[src/rtl/cpu_mem_axi_bridge_if.sv]
// AXI4 single-beat channel bundle between the CPU data-memory bridge and the
// CPU-to-memory arbiter; master = bridge side, slave = memory/arbiter side.
`timescale 1ns/1ps
interface cpu_mem_axi_bridge_if;
  logic [31:0] cpu_mem_araddr;
  logic        cpu_mem_arvalid;
  logic        cpu_mem_arready;
  logic [2:0]  cpu_mem_arsize;
  logic [1:0]  cpu_mem_arburst;
  logic [7:0]  cpu_mem_arlen;

  logic [31:0] cpu_mem_rdata;
  logic        cpu_mem_rvalid;
  logic        cpu_mem_rready;
  logic        cpu_mem_rlast;

  logic [31:0] cpu_mem_awaddr;
  logic        cpu_mem_awvalid;
  logic        cpu_mem_awready;
  logic [2:0]  cpu_mem_awsize;
  logic [1:0]  cpu_mem_awburst;
  logic [7:0]  cpu_mem_awlen;

  logic [31:0] cpu_mem_wdata;
  logic [3:0]  cpu_mem_wstrb;
  logic        cpu_mem_wvalid;
  logic        cpu_mem_wready;
  logic        cpu_mem_wlast;

  logic        cpu_mem_bvalid;
  logic        cpu_mem_bready;

  modport master (
    output cpu_mem_araddr, cpu_mem_arvalid, cpu_mem_arsize, cpu_mem_arburst, cpu_mem_arlen,
    input  cpu_mem_arready,
    input  cpu_mem_rdata, cpu_mem_rvalid, cpu_mem_rlast,
    output cpu_mem_rready,
    output cpu_mem_awaddr, cpu_mem_awvalid, cpu_mem_awsize, cpu_mem_awburst, cpu_mem_awlen,
    input  cpu_mem_awready,
    output cpu_mem_wdata, cpu_mem_wstrb, cpu_mem_wvalid, cpu_mem_wlast,
    input  cpu_mem_wready,
    input  cpu_mem_bvalid,
    output cpu_mem_bready
  );

  modport slave (
    input  cpu_mem_araddr, cpu_mem_arvalid, cpu_mem_arsize, cpu_mem_arburst, cpu_mem_arlen,
    output cpu_mem_arready,
    output cpu_mem_rdata, cpu_mem_rvalid, cpu_mem_rlast,
    input  cpu_mem_rready,
    input  cpu_mem_awaddr, cpu_mem_awvalid, cpu_mem_awsize, cpu_mem_awburst, cpu_mem_awlen,
    output cpu_mem_awready,
    input  cpu_mem_wdata, cpu_mem_wstrb, cpu_mem_wvalid, cpu_mem_wlast,
    output cpu_mem_wready,
    output cpu_mem_bvalid,
    input  cpu_mem_bready
  );
endinterface

[src/rtl/cpu_mem_axi_bridge.sv]
// CPU data-memory request to single-beat AXI4 bridge, one transaction in flight.
// Optional performance counters are enabled by defining MEM_BRIDGE_PERF_CNT_EN.
`timescale 1ns/1ps
module cpu_mem_axi_bridge #(
  parameter int unsigned ADDR_ALIGN = 1
) (
  input  logic        clk,
  input  logic        resetn,
  input  logic [31:0] Address,
  input  logic        MemWrite,
  input  logic        MemRead,
  input  logic [31:0] Write_data,
  input  logic [3:0]  Write_strb,
  output logic        Mem_Req_Ready,
  output logic [31:0] Read_data,
  output logic        Read_data_Valid,
  input  logic        Read_data_Ready,
  cpu_mem_axi_bridge_if.master axi
`ifdef MEM_BRIDGE_PERF_CNT_EN
  ,
  output logic [31:0] perf_rd_cnt,
  output logic [31:0] perf_wr_cnt,
  output logic [31:0] perf_busy_cnt
`endif
);

  typedef enum logic [2:0] {IDLE, RD_AR, RD_R, RD_RESP, WR_REQ, WR_B} state_t;

  state_t      state_q, state_d;
  logic [31:0] reqAddr_q, reqAddr_d;
  logic [31:0] reqData_q, reqData_d;
  logic [3:0]  reqStrb_q, reqStrb_d;
  logic [31:0] readData_q, readData_d;
  logic        awDone_q, awDone_d;
  logic        wDone_q, wDone_d;
  logic [31:0] axiAddr;
  logic        unusedRlast;

  always_ff @(posedge clk or negedge resetn) begin
    if (!resetn) begin
      state_q    <= IDLE;
      reqAddr_q  <= '0;
      reqData_q  <= '0;
      reqStrb_q  <= '0;
      readData_q <= '0;
      awDone_q   <= 1'b0;
      wDone_q    <= 1'b0;
    end else begin
      state_q    <= state_d;
      reqAddr_q  <= reqAddr_d;
      reqData_q  <= reqData_d;
      reqStrb_q  <= reqStrb_d;
      readData_q <= readData_d;
      awDone_q   <= awDone_d;
      wDone_q    <= wDone_d;
    end
  end

  always_comb begin
    state_d    = state_q;
    reqAddr_d  = reqAddr_q;
    reqData_d  = reqData_q;
    reqStrb_d  = reqStrb_q;
    readData_d = readData_q;
    awDone_d   = awDone_q;
    wDone_d    = wDone_q;
    case (state_q)
      IDLE: begin
        awDone_d = 1'b0;
        wDone_d  = 1'b0;
        if (MemWrite) begin
          reqAddr_d = Address;
          reqData_d = Write_data;
          reqStrb_d = Write_strb;
          state_d   = WR_REQ;
        end else if (MemRead) begin
          reqAddr_d = Address;
          state_d   = RD_AR;
        end
      end
      RD_AR: if (axi.cpu_mem_arready) state_d = RD_R;
      RD_R: begin
        if (axi.cpu_mem_rvalid) begin
          readData_d = axi.cpu_mem_rdata;
          state_d    = RD_RESP;
        end
      end
      RD_RESP: if (Read_data_Ready) state_d = IDLE;
      WR_REQ: begin
        // AW and W complete independently; leave only once both have handshaken.
        if (axi.cpu_mem_awready) awDone_d = 1'b1;
        if (axi.cpu_mem_wready)  wDone_d  = 1'b1;
        if (awDone_d && wDone_d) state_d = WR_B;
      end
      WR_B: if (axi.cpu_mem_bvalid) state_d = IDLE;
      default: state_d = IDLE;
    endcase
  end

  assign axiAddr = (ADDR_ALIGN != 0) ? {reqAddr_q[31:2], 2'b00} : reqAddr_q;

  assign Mem_Req_Ready   = (state_q == IDLE);
  assign Read_data_Valid = (state_q == RD_RESP);
  assign Read_data       = readData_q;

  assign axi.cpu_mem_araddr  = axiAddr;
  assign axi.cpu_mem_arvalid = (state_q == RD_AR);
  assign axi.cpu_mem_arsize  = 3'b010;
  assign axi.cpu_mem_arburst = 2'b01;
  assign axi.cpu_mem_arlen   = 8'd0;
  assign axi.cpu_mem_rready  = (state_q == RD_R);

  assign axi.cpu_mem_awaddr  = axiAddr;
  assign axi.cpu_mem_awvalid = (state_q == WR_REQ) && !awDone_q;
  assign axi.cpu_mem_awsize  = 3'b010;
  assign axi.cpu_mem_awburst = 2'b01;
  assign axi.cpu_mem_awlen   = 8'd0;

  assign axi.cpu_mem_wdata   = reqData_q;
  assign axi.cpu_mem_wstrb   = reqStrb_q;
  assign axi.cpu_mem_wvalid  = (state_q == WR_REQ) && !wDone_q;
  assign axi.cpu_mem_wlast   = axi.cpu_mem_wvalid;
  assign axi.cpu_mem_bready  = (state_q == WR_B);

  // Single-beat reads always end on the first R beat, so rlast carries no information.
  assign unusedRlast = axi.cpu_mem_rlast;

`ifdef MEM_BRIDGE_PERF_CNT_EN
  logic [31:0] perfRdCnt_q, perfWrCnt_q, perfBusyCnt_q;

  always_ff @(posedge clk or negedge resetn) begin
    if (!resetn) begin
      perfRdCnt_q   <= '0;
      perfWrCnt_q   <= '0;
      perfBusyCnt_q <= '0;
    end else begin
      if (axi.cpu_mem_rvalid && axi.cpu_mem_rready) perfRdCnt_q <= perfRdCnt_q + 32'd1;
      if (axi.cpu_mem_bvalid && axi.cpu_mem_bready) perfWrCnt_q <= perfWrCnt_q + 32'd1;
      if (state_q != IDLE) perfBusyCnt_q <= perfBusyCnt_q + 32'd1;
    end
  end

  assign perf_rd_cnt   = perfRdCnt_q;
  assign perf_wr_cnt   = perfWrCnt_q;
  assign perf_busy_cnt = perfBusyCnt_q;
`endif

endmodule

[src/flat_wrapper.sv]
// flat-port wrapper written by rule: the top's interface ports become plain ports
module cpu_mem_axi_bridge_flat 
#(
  parameter int unsigned ADDR_ALIGN = 1
)
  (clk, resetn, Address, MemWrite, MemRead, Write_data, Write_strb, Mem_Req_Ready, Read_data, Read_data_Valid, Read_data_Ready, axi_cpu_mem_araddr, axi_cpu_mem_arvalid, axi_cpu_mem_arsize, axi_cpu_mem_arburst, axi_cpu_mem_arlen, axi_cpu_mem_arready, axi_cpu_mem_rdata, axi_cpu_mem_rvalid, axi_cpu_mem_rlast, axi_cpu_mem_rready, axi_cpu_mem_awaddr, axi_cpu_mem_awvalid, axi_cpu_mem_awsize, axi_cpu_mem_awburst, axi_cpu_mem_awlen, axi_cpu_mem_awready, axi_cpu_mem_wdata, axi_cpu_mem_wstrb, axi_cpu_mem_wvalid, axi_cpu_mem_wlast, axi_cpu_mem_wready, axi_cpu_mem_bvalid, axi_cpu_mem_bready);
  cpu_mem_axi_bridge_if axi_i ();
  input  logic clk;
  input  logic resetn;
  input  logic [31:0] Address;
  input  logic MemWrite;
  input  logic MemRead;
  input  logic [31:0] Write_data;
  input  logic [3:0] Write_strb;
  output logic Mem_Req_Ready;
  output logic [31:0] Read_data;
  output logic Read_data_Valid;
  input  logic Read_data_Ready;
  output wire logic [$bits(axi_i.cpu_mem_araddr)-1:0] axi_cpu_mem_araddr;
  output wire logic [$bits(axi_i.cpu_mem_arvalid)-1:0] axi_cpu_mem_arvalid;
  output wire logic [$bits(axi_i.cpu_mem_arsize)-1:0] axi_cpu_mem_arsize;
  output wire logic [$bits(axi_i.cpu_mem_arburst)-1:0] axi_cpu_mem_arburst;
  output wire logic [$bits(axi_i.cpu_mem_arlen)-1:0] axi_cpu_mem_arlen;
  input wire logic [$bits(axi_i.cpu_mem_arready)-1:0] axi_cpu_mem_arready;
  input wire logic [$bits(axi_i.cpu_mem_rdata)-1:0] axi_cpu_mem_rdata;
  input wire logic [$bits(axi_i.cpu_mem_rvalid)-1:0] axi_cpu_mem_rvalid;
  input wire logic [$bits(axi_i.cpu_mem_rlast)-1:0] axi_cpu_mem_rlast;
  output wire logic [$bits(axi_i.cpu_mem_rready)-1:0] axi_cpu_mem_rready;
  output wire logic [$bits(axi_i.cpu_mem_awaddr)-1:0] axi_cpu_mem_awaddr;
  output wire logic [$bits(axi_i.cpu_mem_awvalid)-1:0] axi_cpu_mem_awvalid;
  output wire logic [$bits(axi_i.cpu_mem_awsize)-1:0] axi_cpu_mem_awsize;
  output wire logic [$bits(axi_i.cpu_mem_awburst)-1:0] axi_cpu_mem_awburst;
  output wire logic [$bits(axi_i.cpu_mem_awlen)-1:0] axi_cpu_mem_awlen;
  input wire logic [$bits(axi_i.cpu_mem_awready)-1:0] axi_cpu_mem_awready;
  output wire logic [$bits(axi_i.cpu_mem_wdata)-1:0] axi_cpu_mem_wdata;
  output wire logic [$bits(axi_i.cpu_mem_wstrb)-1:0] axi_cpu_mem_wstrb;
  output wire logic [$bits(axi_i.cpu_mem_wvalid)-1:0] axi_cpu_mem_wvalid;
  output wire logic [$bits(axi_i.cpu_mem_wlast)-1:0] axi_cpu_mem_wlast;
  input wire logic [$bits(axi_i.cpu_mem_wready)-1:0] axi_cpu_mem_wready;
  input wire logic [$bits(axi_i.cpu_mem_bvalid)-1:0] axi_cpu_mem_bvalid;
  output wire logic [$bits(axi_i.cpu_mem_bready)-1:0] axi_cpu_mem_bready;
  assign axi_cpu_mem_araddr = axi_i.cpu_mem_araddr;
  assign axi_cpu_mem_arvalid = axi_i.cpu_mem_arvalid;
  assign axi_cpu_mem_arsize = axi_i.cpu_mem_arsize;
  assign axi_cpu_mem_arburst = axi_i.cpu_mem_arburst;
  assign axi_cpu_mem_arlen = axi_i.cpu_mem_arlen;
  assign axi_i.cpu_mem_arready = axi_cpu_mem_arready;
  assign axi_i.cpu_mem_rdata = axi_cpu_mem_rdata;
  assign axi_i.cpu_mem_rvalid = axi_cpu_mem_rvalid;
  assign axi_i.cpu_mem_rlast = axi_cpu_mem_rlast;
  assign axi_cpu_mem_rready = axi_i.cpu_mem_rready;
  assign axi_cpu_mem_awaddr = axi_i.cpu_mem_awaddr;
  assign axi_cpu_mem_awvalid = axi_i.cpu_mem_awvalid;
  assign axi_cpu_mem_awsize = axi_i.cpu_mem_awsize;
  assign axi_cpu_mem_awburst = axi_i.cpu_mem_awburst;
  assign axi_cpu_mem_awlen = axi_i.cpu_mem_awlen;
  assign axi_i.cpu_mem_awready = axi_cpu_mem_awready;
  assign axi_cpu_mem_wdata = axi_i.cpu_mem_wdata;
  assign axi_cpu_mem_wstrb = axi_i.cpu_mem_wstrb;
  assign axi_cpu_mem_wvalid = axi_i.cpu_mem_wvalid;
  assign axi_cpu_mem_wlast = axi_i.cpu_mem_wlast;
  assign axi_i.cpu_mem_wready = axi_cpu_mem_wready;
  assign axi_i.cpu_mem_bvalid = axi_cpu_mem_bvalid;
  assign axi_cpu_mem_bready = axi_i.cpu_mem_bready;
  cpu_mem_axi_bridge #(.ADDR_ALIGN(ADDR_ALIGN)) u_core (.clk(clk), .resetn(resetn), .Address(Address), .MemWrite(MemWrite), .MemRead(MemRead), .Write_data(Write_data), .Write_strb(Write_strb), .Mem_Req_Ready(Mem_Req_Ready), .Read_data(Read_data), .Read_data_Valid(Read_data_Valid), .Read_data_Ready(Read_data_Ready), .axi(axi_i));
endmodule
[config.mk]
export PLATFORM = sky130hd
export DESIGN_NAME = cpu_mem_axi_bridge_flat
export DESIGN_NICKNAME = d
export VERILOG_FILES = /design/src/rtl/cpu_mem_axi_bridge_if.sv /design/src/rtl/cpu_mem_axi_bridge.sv /design/src/flat_wrapper.sv
export SDC_FILE = /design/constraint.sdc
export NUM_CORES = 1
export LEC_CHECK = 0
export ABC_CLOCK_PERIOD_IN_PS = 3200
export BUFFER_PORTS_ARGS = -buffer_cell sky130_fd_sc_hd__clkbuf_2
export CAP_MARGIN = 20
export CORE_UTILIZATION = 25
export CTS_CLUSTER_DIAMETER = 150
export DETAILED_ROUTE_END_ITERATION = 7
export SLEW_MARGIN = 10
export SYNTH_ARGS = -nofsm -noshare
export SYNTH_HDL_FRONTEND = slang
export SYNTH_SLANG_ARGS = --single-unit
[constraint.sdc]
create_clock -name clk -period 3.2 [get_ports clk]
set_input_delay 0.16 -clock clk [delete_from_list [all_inputs] [get_ports clk]]
set_output_delay 0.16 -clock clk [all_outputs]
set_load 0.02 [all_outputs]
After elaboration in Yosys (flattened, before gate mapping)
Index checks and enable logic that the tools add are counted.
{"block": "totals", "regBits": 105}
{"block": "op_classes", "n_reduce_logical": 12, "eq_ne": 11, "muxes": 16}
{"op": "$mux W32", "count": 2}
{"op": "$mux W3", "count": 7}
{"op": "$pmux W3 S6", "count": 1}
{"op": "$eq A3 B2 Y1 const B", "count": 2}
{"op": "$eq A3 B3 Y1 const B", "count": 2}
{"op": "$ne A2 B1 Y1 const B", "count": 3}
{"op": "$reduce_and A2 Y1", "count": 3}
{"op": "$reduce_and A6 Y1", "count": 1}
{"op": "$mux W1", "count": 4}
{"op": "$ne A2 B2 Y1 const B", "count": 2}
{"op": "$pmux W1 S2", "count": 2}
{"op": "$reduce_bool A2 Y1", "count": 2}
{"op": "$eq A3 B1 Y1 const B", "count": 1}
{"op": "$logic_and A1 B1 Y1", "count": 3}
{"op": "$logic_not A3 Y1", "count": 1}
{"op": "$ne A3 B3 Y1 const B", "count": 1}
{"op": "$logic_not A1 Y1", "count": 2}

Depth between registers and ports, before layout
Gate-level depths: netlist of run 1.
{"block": "logic_depth", "word_depth": 5, "depth_mapped": 6, "depth_no_buf": 3}

Worst setup path before layout of run 1
Ideal clock, no wire load.
{"block": "synth_timing", "kind": "register to register", "from": "register u_core.state_q[0]", "to": "register u_core.reqData_q[10] (netlist: u_core.axi.cpu_mem_wdata[10])", "stages_incl_launch_ff": 7, "setup_ns": 0.125, "path_slack_ns": 1.486, "t_arrival_ns": 1.588, "path_cell_list": "dfrtp_1 > buf_6 > nor3_4 > and2_4 > buf_12 > buf_12 > mux2_4"}
{"block": "synth_between", "elab_chain_len": 2}
{"item": "start, declared", "line": "cpu_mem_axi_bridge.sv:29", "source": "state_t state_q, state_d;"}
{"item": "start signal, assigned", "line": "cpu_mem_axi_bridge.sv:49", "source": "state_q <= state_d;"}
{"item": "$logic_not A3 Y1"}
{"item": "named net Mem_Req_Ready", "line": "flat_wrapper.sv:15", "source": "output logic Mem_Req_Ready;"}
{"item": "$reduce_and A2 Y1 (no line)"}
{"item": "end signal, assigned", "line": "cpu_mem_axi_bridge.sv:51", "source": "reqData_q <= reqData_d;"}
{"item": "end, declared", "line": "cpu_mem_axi_bridge.sv:31", "source": "logic [31:0] reqData_q, reqData_d;"}
The timed path passes the listed nets, and every way through them passes these cells.
A chain may end at the register's enable or synchronous reset.

Worst setup path after layout of run 1
{"block": "layout_timing", "from": "register u_core.state_q[2]", "to": "register u_core.reqAddr_q[9]"}
{"block": "layout_between", "elab_chain_len": 2}
{"item": "$logic_not A3 Y1", "line": "cpu_mem_axi_bridge.sv:67", "source": "case (state_q)"}
{"item": "$reduce_and A2 Y1 (no line)"}
{"item": "end signal, assigned", "line": "cpu_mem_axi_bridge.sv:50", "source": "reqAddr_q <= reqAddr_d;"}
{"item": "end, declared", "line": "cpu_mem_axi_bridge.sv:30", "source": "logic [31:0] reqAddr_q, reqAddr_d;"}
Every way passes these cells.

==> out/metrics.csv, run 1 <==
stage,metric,value,unit
timing,min Tclk post-route,2.06,ns
synthesis,syn avg cell area,14.9,um2
worst_hold_path,hold depth,2,
place,number of port buffers,243,
synthesis,dominant cell type by area after synthesis,dfrtp_1,
timing,fin crit share,0.645,
global_route,vias in the first global route,2939,
drt,violation count after the first detailed-route iteration,96,
critical_path,arrival time worst endpoint,2.29,ns
synthesis,Synth warnings,0,
global_route,largest net degree at the start of global routing,77,
synthesis,Synth async-reset ratio,1.00,
synthesis,Synth Instances,311,
timing,Worst slew margin,0.553,
layout,Filler Cell Count,1837,
timing,RSZ-0062 raised after global routing,no,
run_status,status,finished with violations,
critical_path,CP endpoint kind,register,
cts,Resized Gates After CTS,0,
layout,Storage cell area,2580,um2
drt,DRC Markers,33,
synthesis,Unique masters post-synth,29,
cts,CTS tree,done,
cts,CTS max path bufs,2,
global_route,first-pass GRT wire length,16.0,mm
pwr,Power Total,7.00,mW
place,DP HPWL,7.54,mm
place,Routability Congestion,0.717,
die,Starting Density,0.257,
timing,endpoints failing hold,0,
layout,area of the multi-input gates,1540,um2
timing,Setup TNS,0,ns
die,Core ar.,18100,um2
die,io pins,277,
cts,clock sink total,103,
cts,later-pin clock latency in the skew report,0.35,ns
job,number of max-cap violations,0,
pwr,Worst VDD drop,0.360,mV
synthesis,Area contributors post-synth,"dfrtp_1 (56%), mux2_2 (16%), buf_4 (10%), mux2_4 (9.7%), buf_12 (1.7%)",
layout,Ant. Diodes,0,
drt,routed length per instance,13.4,um
critical_path,CP Launch Type,register,
layout,share of post-route cells with drive strength above 1,0.692,
run_status,failing checks,DRC,
critical_path,r2r worst-path depth,3,
synthesis,register area share after synthesis,0.555,
critical_path,CP required,3.43,ns
timing,Fmax achieved,485,MHz
timing,fin. max-slew vios,0,
cts,cts bufs inserted,9,
global_route,Total Routing Usage GR,0.109,
cts,CTS H-Tree Depth,3,
cts,Worst-path clk slew,0.08,ns
synthesis,Yosys reg bits,103,
drt,vias per cell,3.97,
critical_path,"critical path fanouts, max",30,
die,die width,138,um
synthesis,most numerous cell in the Yosys netlist,dfrtp_1,
cts,root buf cell,clkbuf_16,
layout,nets,635,
pwr,Pwr per Cell Area,1160,nW/um2
die,Die ar.,19100,um2
worst_hold_path,min-delay worst type,in -> reg,
drt,Via Count,3009,
die,FP Rows,49,
drt,drt pass-1 iters,6,
timing,Slew @ Worst Pin,0.671,ns
synthesis,prevailing post-synth register cell,dfrtp_1,
timing,worst clock skew,0.00952,ns
critical_path,Crit Path Class,reg -> reg,
pwr,Leak,3.11,nW
global_route,initial antenna violation count,0,
synthesis,mapped cell area,4640,um2
drt,Antenna Violating Nets Remaining,0,
synthesis,number of synthesized flops with an enable pin,0,
die,Die H,138,um
timing,Setup-failing EPs final,0,
synthesis,top cell type's share of synthesized area,0.555,
synthesis,"top cells by count, synth","dfrtp_1 (103), mux2_2 (67), buf_4 (64)",
layout,area delta synth->final,29.8,%
global_route,total grt overflow,0,
drt,Post-Route WL,10.2,mm
-- through the flow --
stage	instance area, um2	hold WS, ns	utilization	instances	setup WS, ns
2_1_floorplan	4750	-0.136	-	339	1.49
3_3_place_gp	5650	0.387	0.313	740	1.08
3_5_place_dp	5650	0.388	0.313	740	1.07
4_1_cts	5990	0.00479	0.331	756	1.05
5_1_grt	6030	0.0134	0.333	758	0.984
6_report	6030	0.0329	0.333	758	1.14
-- path summary, 6_finish.rpt --
| kind | endpoint | slack (ns) | startpoint |
|---|---|---|---|
| max | u_core.reqAddr_q[9] | 1.14 | u_core.state_q[2] |
| min | u_core.axi.cpu_mem_wdata[28] | 0.03 | Write_data[28] |
| max reg2reg | u_core.reqAddr_q[9] | 1.14 | u_core.state_q[2] |
| min reg2reg | u_core.Read_data[6] | 0.50 | u_core.Read_data[6] |
| max in group asynchronous | u_core.Read_data[26] | 2.04 | resetn |
| min in group asynchronous | u_core.reqAddr_q[2] | 0.28 | resetn |
-- report_power, final --
group / leakage, nW / switching [mW] / total [mW] / internal, mW
Combinational: 1.71 / 1.92 / 3.35 / 1.44
Sequential: 1.24 / 0.440 / 2.40 / 1.96
Clock: 0.166 / 0.524 / 1.24 / 0.720
-- sequential cells by signal, summed over array words and instances (netlist names) --
register / count
u_core.axi.cpu_mem_wdata: 32
u_core.state_q: 3
u_core.Read_data: 32
u_core.wDone_q: 1
u_core.axi.cpu_mem_wstrb: 4
u_core.reqAddr_q: 30
u_core.awDone_q: 1
-- critical path: stages (launching register included) --
cell and delay, ns:
dfrtp_1 0.56, nor3_4 0.31, and2b_2 0.64, mux2_2 0.41
-- metal layers --
layer  wire length [um]  GRT usage  vias up
met4                182     0.0568        0
met5                  0          0        -
li1                   -          -     1401
met1               4130      0.128     1489
met2               5380      0.186      109
met3                469     0.0225       10
-- logic make-up after synthesis --
family / share of synthesized area
simple gates: 0.0272
compound gates: 0.0159
mux: 0.264
flops: 0.555
other cells: 0.00162
buf+inv: 0.136
-- placed cells by master, fill, tap and decap left out, types with 2 or more instances in the layout --
cell type / n
bufinv_16: 2
dfrtp_1: 103
mux2_2: 67
inv_1: 2
conb_1: 30
clkbuf_16: 9
nand2b_1: 3
mux2_1: 2
clkbuf_2: 242
inv_6: 2
nor2_1: 9
buf_4: 4
nor3_4: 2
mux2_4: 30
a21oi_1: 3
-- timing repair --
item | 4_1_cts | 5_1_grt
hold buffers | 0 | 1
endpoints found under the hold margin | 0 | 28
setup buffers | 0 | 0
-- area by class of cell --
cell class / instances / share of cell area
Tap cell: 229 / 0.0475
Clock inverter: 6 / 0.0162
Clock buffer: 10 / 0.0397
Multi-Input combinational cell: 160 / 0.256
Timing Repair Buffer: 248 / 0.212
Inverter: 2 / 0.00125
Sequential cell: 103 / 0.428
Power figures use the tool's default switching activity.
==> run 2, diff against run 1 <==
--- a/config.mk
+++ b/config.mk
@@ -5,7 +5,7 @@
 export SDC_FILE = /design/constraint.sdc
 export NUM_CORES = 1
 export LEC_CHECK = 0
-export ABC_CLOCK_PERIOD_IN_PS = 3200
+export ABC_CLOCK_PERIOD_IN_PS = 2000
 export BUFFER_PORTS_ARGS = -buffer_cell sky130_fd_sc_hd__clkbuf_2
 export CAP_MARGIN = 20
 export CORE_UTILIZATION = 25
==> constraint.sdc (replaced) <==
create_clock -name clk -period 2 [get_ports clk]
set_input_delay 0.1 -clock clk [delete_from_list [all_inputs] [get_ports clk]]
set_output_delay 0.1 -clock clk [all_outputs]
set_load 0.02 [all_outputs]
==> run 2 against run 1 <==
  * The run still ends with DRC left
  * Sequential cell count is the same
  * Largest power group unchanged
  * Cell area grew 17%
  * Clock power grew 47%
  * Largest cell class unchanged
  * Count of clock-buffer cells in the layout grew 1
  * Final cell count grew 14%
  * Combinational power grew 72%
  * First-iteration DRC count grew 1.0%
  * Clock skew grew 0.0016 ns
  * Global-route usage grew 1.5 points
  * Critical path depth grew 2
  * Register-to-register slack lost 0.86 ns
==> out/metrics.csv, run 2 (synthesis gave the netlist of run 1 again) <==
stage,metric,value,unit,change
run_status,status,finished with violations,,
run_status,failing checks,DRC,,
timing,Fmax achieved,581,MHz,
critical_path,"critical path fanouts, max",9,,-70%
layout,nets,739,,+16%
global_route,largest net degree at the start of global routing,66,,-14%
global_route,total grt overflow,0,,unchanged
die,Die H,138,um,unchanged
timing,fin crit share,0.860,,
drt,vias per cell,3.96,,-0.35%
drt,Antenna Violating Nets Remaining,0,,unchanged
timing,worst clock skew,0.0111,ns,+0.00155 ns
global_route,Total Routing Usage GR,0.124,,+0.0153
drt,drt pass-1 iters,5,,-1
cts,Worst-path clk slew,0.07,ns,about the same
critical_path,Critical path destination,axi_cpu_mem_wvalid,,
critical_path,arrival time worst endpoint,1.62,ns,-0.67 ns
cts,root buf cell,clkbuf_16,,
place,placed insts,746,,+0.81%
drt,routed length per instance,13.2,um,-1.8%
timing,Setup TNS,0,ns,unchanged
die,die width,138,um,unchanged
pwr,Worst VDD drop,0.629,mV,+75%
layout,most frequent cells in the layout,"clkbuf_2 (242), dfrtp_1 (103), dlygate4sd3_1 (100)",,
pwr,Power Total,11.4,mW,+63%
place,number of port buffers,243,,unchanged
die,Core ar.,18100,um2,unchanged
timing,Setup-failing EPs final,0,,unchanged
critical_path,CP endpoint kind,output port,,
global_route,vias in the first global route,3651,,+24%
timing,RSZ-0062 raised after global routing,no,,
critical_path,Critical path origin,u_core.state_q[0],,
global_route,initial antenna violation count,0,,unchanged
critical_path,CP Launch Type,register,,
timing,final hold slack,0.0255,ns,-0.00734 ns
drt,Via Count,3410,,+13%
cts,CTS max path bufs,2,,unchanged
layout,"leading cell type in the layout, fill and taps excluded",clkbuf_2,,
layout,area delta synth->final,52.0,%,
drt,DRC Markers,34,,+3.0%
pwr,Pwr per Cell Area,1620,nW/um2,+39%
worst_hold_path,min-delay worst type,in -> reg,,
critical_path,CP required,1.90,ns,-1.53 ns
critical_path,FF-to-FF setup slack,0.28,ns,-0.86 ns
cts,CTS H-Tree Depth,3,,unchanged
layout,share of post-route cells with drive strength above 1,0.586,,-0.106
timing,Final WS setup,0.280,ns,-0.857 ns
cts,CTS tree,done,,
critical_path,Crit Path Class,reg -> out,,
drt,Post-Route WL,11.4,mm,+12%
place,dpl ws,0.303,ns,-0.771 ns
place,Routability Congestion,0.718,,+0.25%
die,Die ar.,19100,um2,unchanged
place,DP HPWL,7.67,mm,+1.6%
critical_path,r2r worst-path depth,4,,+1
timing,min Tclk post-route,1.72,ns,
cts,clock sink total,103,,unchanged
critical_path,R2R Path End,u_core.Read_data[13],,
layout,Ant. Diodes,0,,unchanged
die,FP Rows,49,,unchanged
timing,endpoints failing hold,0,,unchanged
layout,Non-Filler Instances,862,,+14%
cts,cts bufs inserted,9,,unchanged
job,number of max-cap violations,0,,unchanged
drt,violation count after the first detailed-route iteration,97,,+1.0%
critical_path,reg2reg start,u_core.state_q[1],,
pwr,Leak,3.54,nW,+14%
global_route,first-pass GRT wire length,18.5,mm,+15%
die,Starting Density,0.257,,unchanged
cts,# Post-CTS Setup Buffers,0,,unchanged
cts,later-pin clock latency in the skew report,0.35,ns,about the same
timing,fin. max-slew vios,0,,unchanged
die,io pins,277,,unchanged
==> run 2: changes by cell type in the layout (fill, tap and decap cells not counted), sizes merged <==
| cell | delta |
|---|---|
| buf | +5 |
| dlygate4sd3 | +99 |
| clkbuf | +1 |
| clkinvlp | +1 |
| bufinv | -1 |
| inv | -1 |
==> run 2: per-stage QoR <==
stage / util / instance area (um2)
2_1_floorplan: - / 4750
3_3_place_gp: 0.318 / 5750
3_5_place_dp: 0.318 / 5750
4_1_cts: 0.390 / 7060
5_1_grt: 0.390 / 7060
6_report: 0.390 / 7060
==> run 2: worst max-delay path, stage by stage (launching register included) <==
cell and delay, ns:
dfrtp_1 0.40, buf_4 0.18, nor2_2 0.21, nand2_1 0.10, nor2_1 0.17, clkbuf_2 0.21
==> run 2: where the power goes <==
| group | internal, mW | switching [mW] | total (mW) |
|---|---|---|---|
| combinational | 2.54 | 3.23 | 5.77 |
| sequential | 3.14 | 0.683 | 3.82 |
| clock | 1.02 | 0.804 | 1.82 |
| total | 6.70 | 4.72 | 11.4 |
==> run 2: area by class of cell <==
| type | count | area, um2 |
|---|---|---|
| Sequential cell | 103 | 2580 |
| Clock buffer | 11 | 243 |
| Inverter | 2 | 7.51 |
| Clock inverter | 5 | 63.8 |
| Fill cell | 1706 | 11000 |
| Tap cell | 229 | 287 |
| Multi-Input combinational cell | 160 | 1540 |
| Timing Repair Buffer | 352 | 2340 |
==> run 2: worst min path at each step <==
stage / start / end / slack (ns) / depth (start not counted)
6_report: axi_cpu_mem_wready / u_core.wDone_q / 0.03 / 3
5_1_grt: axi_cpu_mem_wready / u_core.wDone_q / 0.03 / 3
4_1_cts: axi_cpu_mem_wready / u_core.wDone_q / 0.008 / 3
3_5_place_dp: resetn / u_core.reqAddr_q[8] / 0.13 / 2
3_3_place_gp: resetn / u_core.reqAddr_q[19] / 0.14 / 2
2_1_floorplan: resetn / u_core.Read_data[0] / -0.20 / 0
==> run 2: routing by layer <==
layer / up-vias / wire, um / global-route usage
li1: 1603 / - / -
met1: 1662 / 4460 / 0.134
met2: 121 / 6080 / 0.225
met3: 24 / 516 / 0.0284
met4: 0 / 303 / 0.0639
met5: - / 0 / 0
==> run 2: what timing repair did <==
item | 4_1_cts | 5_1_grt
hold endpoints to repair | 202 | 0
resized for setup | 0 | 1
endpoints found under the setup margin | 0 | 1
hold buffers | 100 | 0
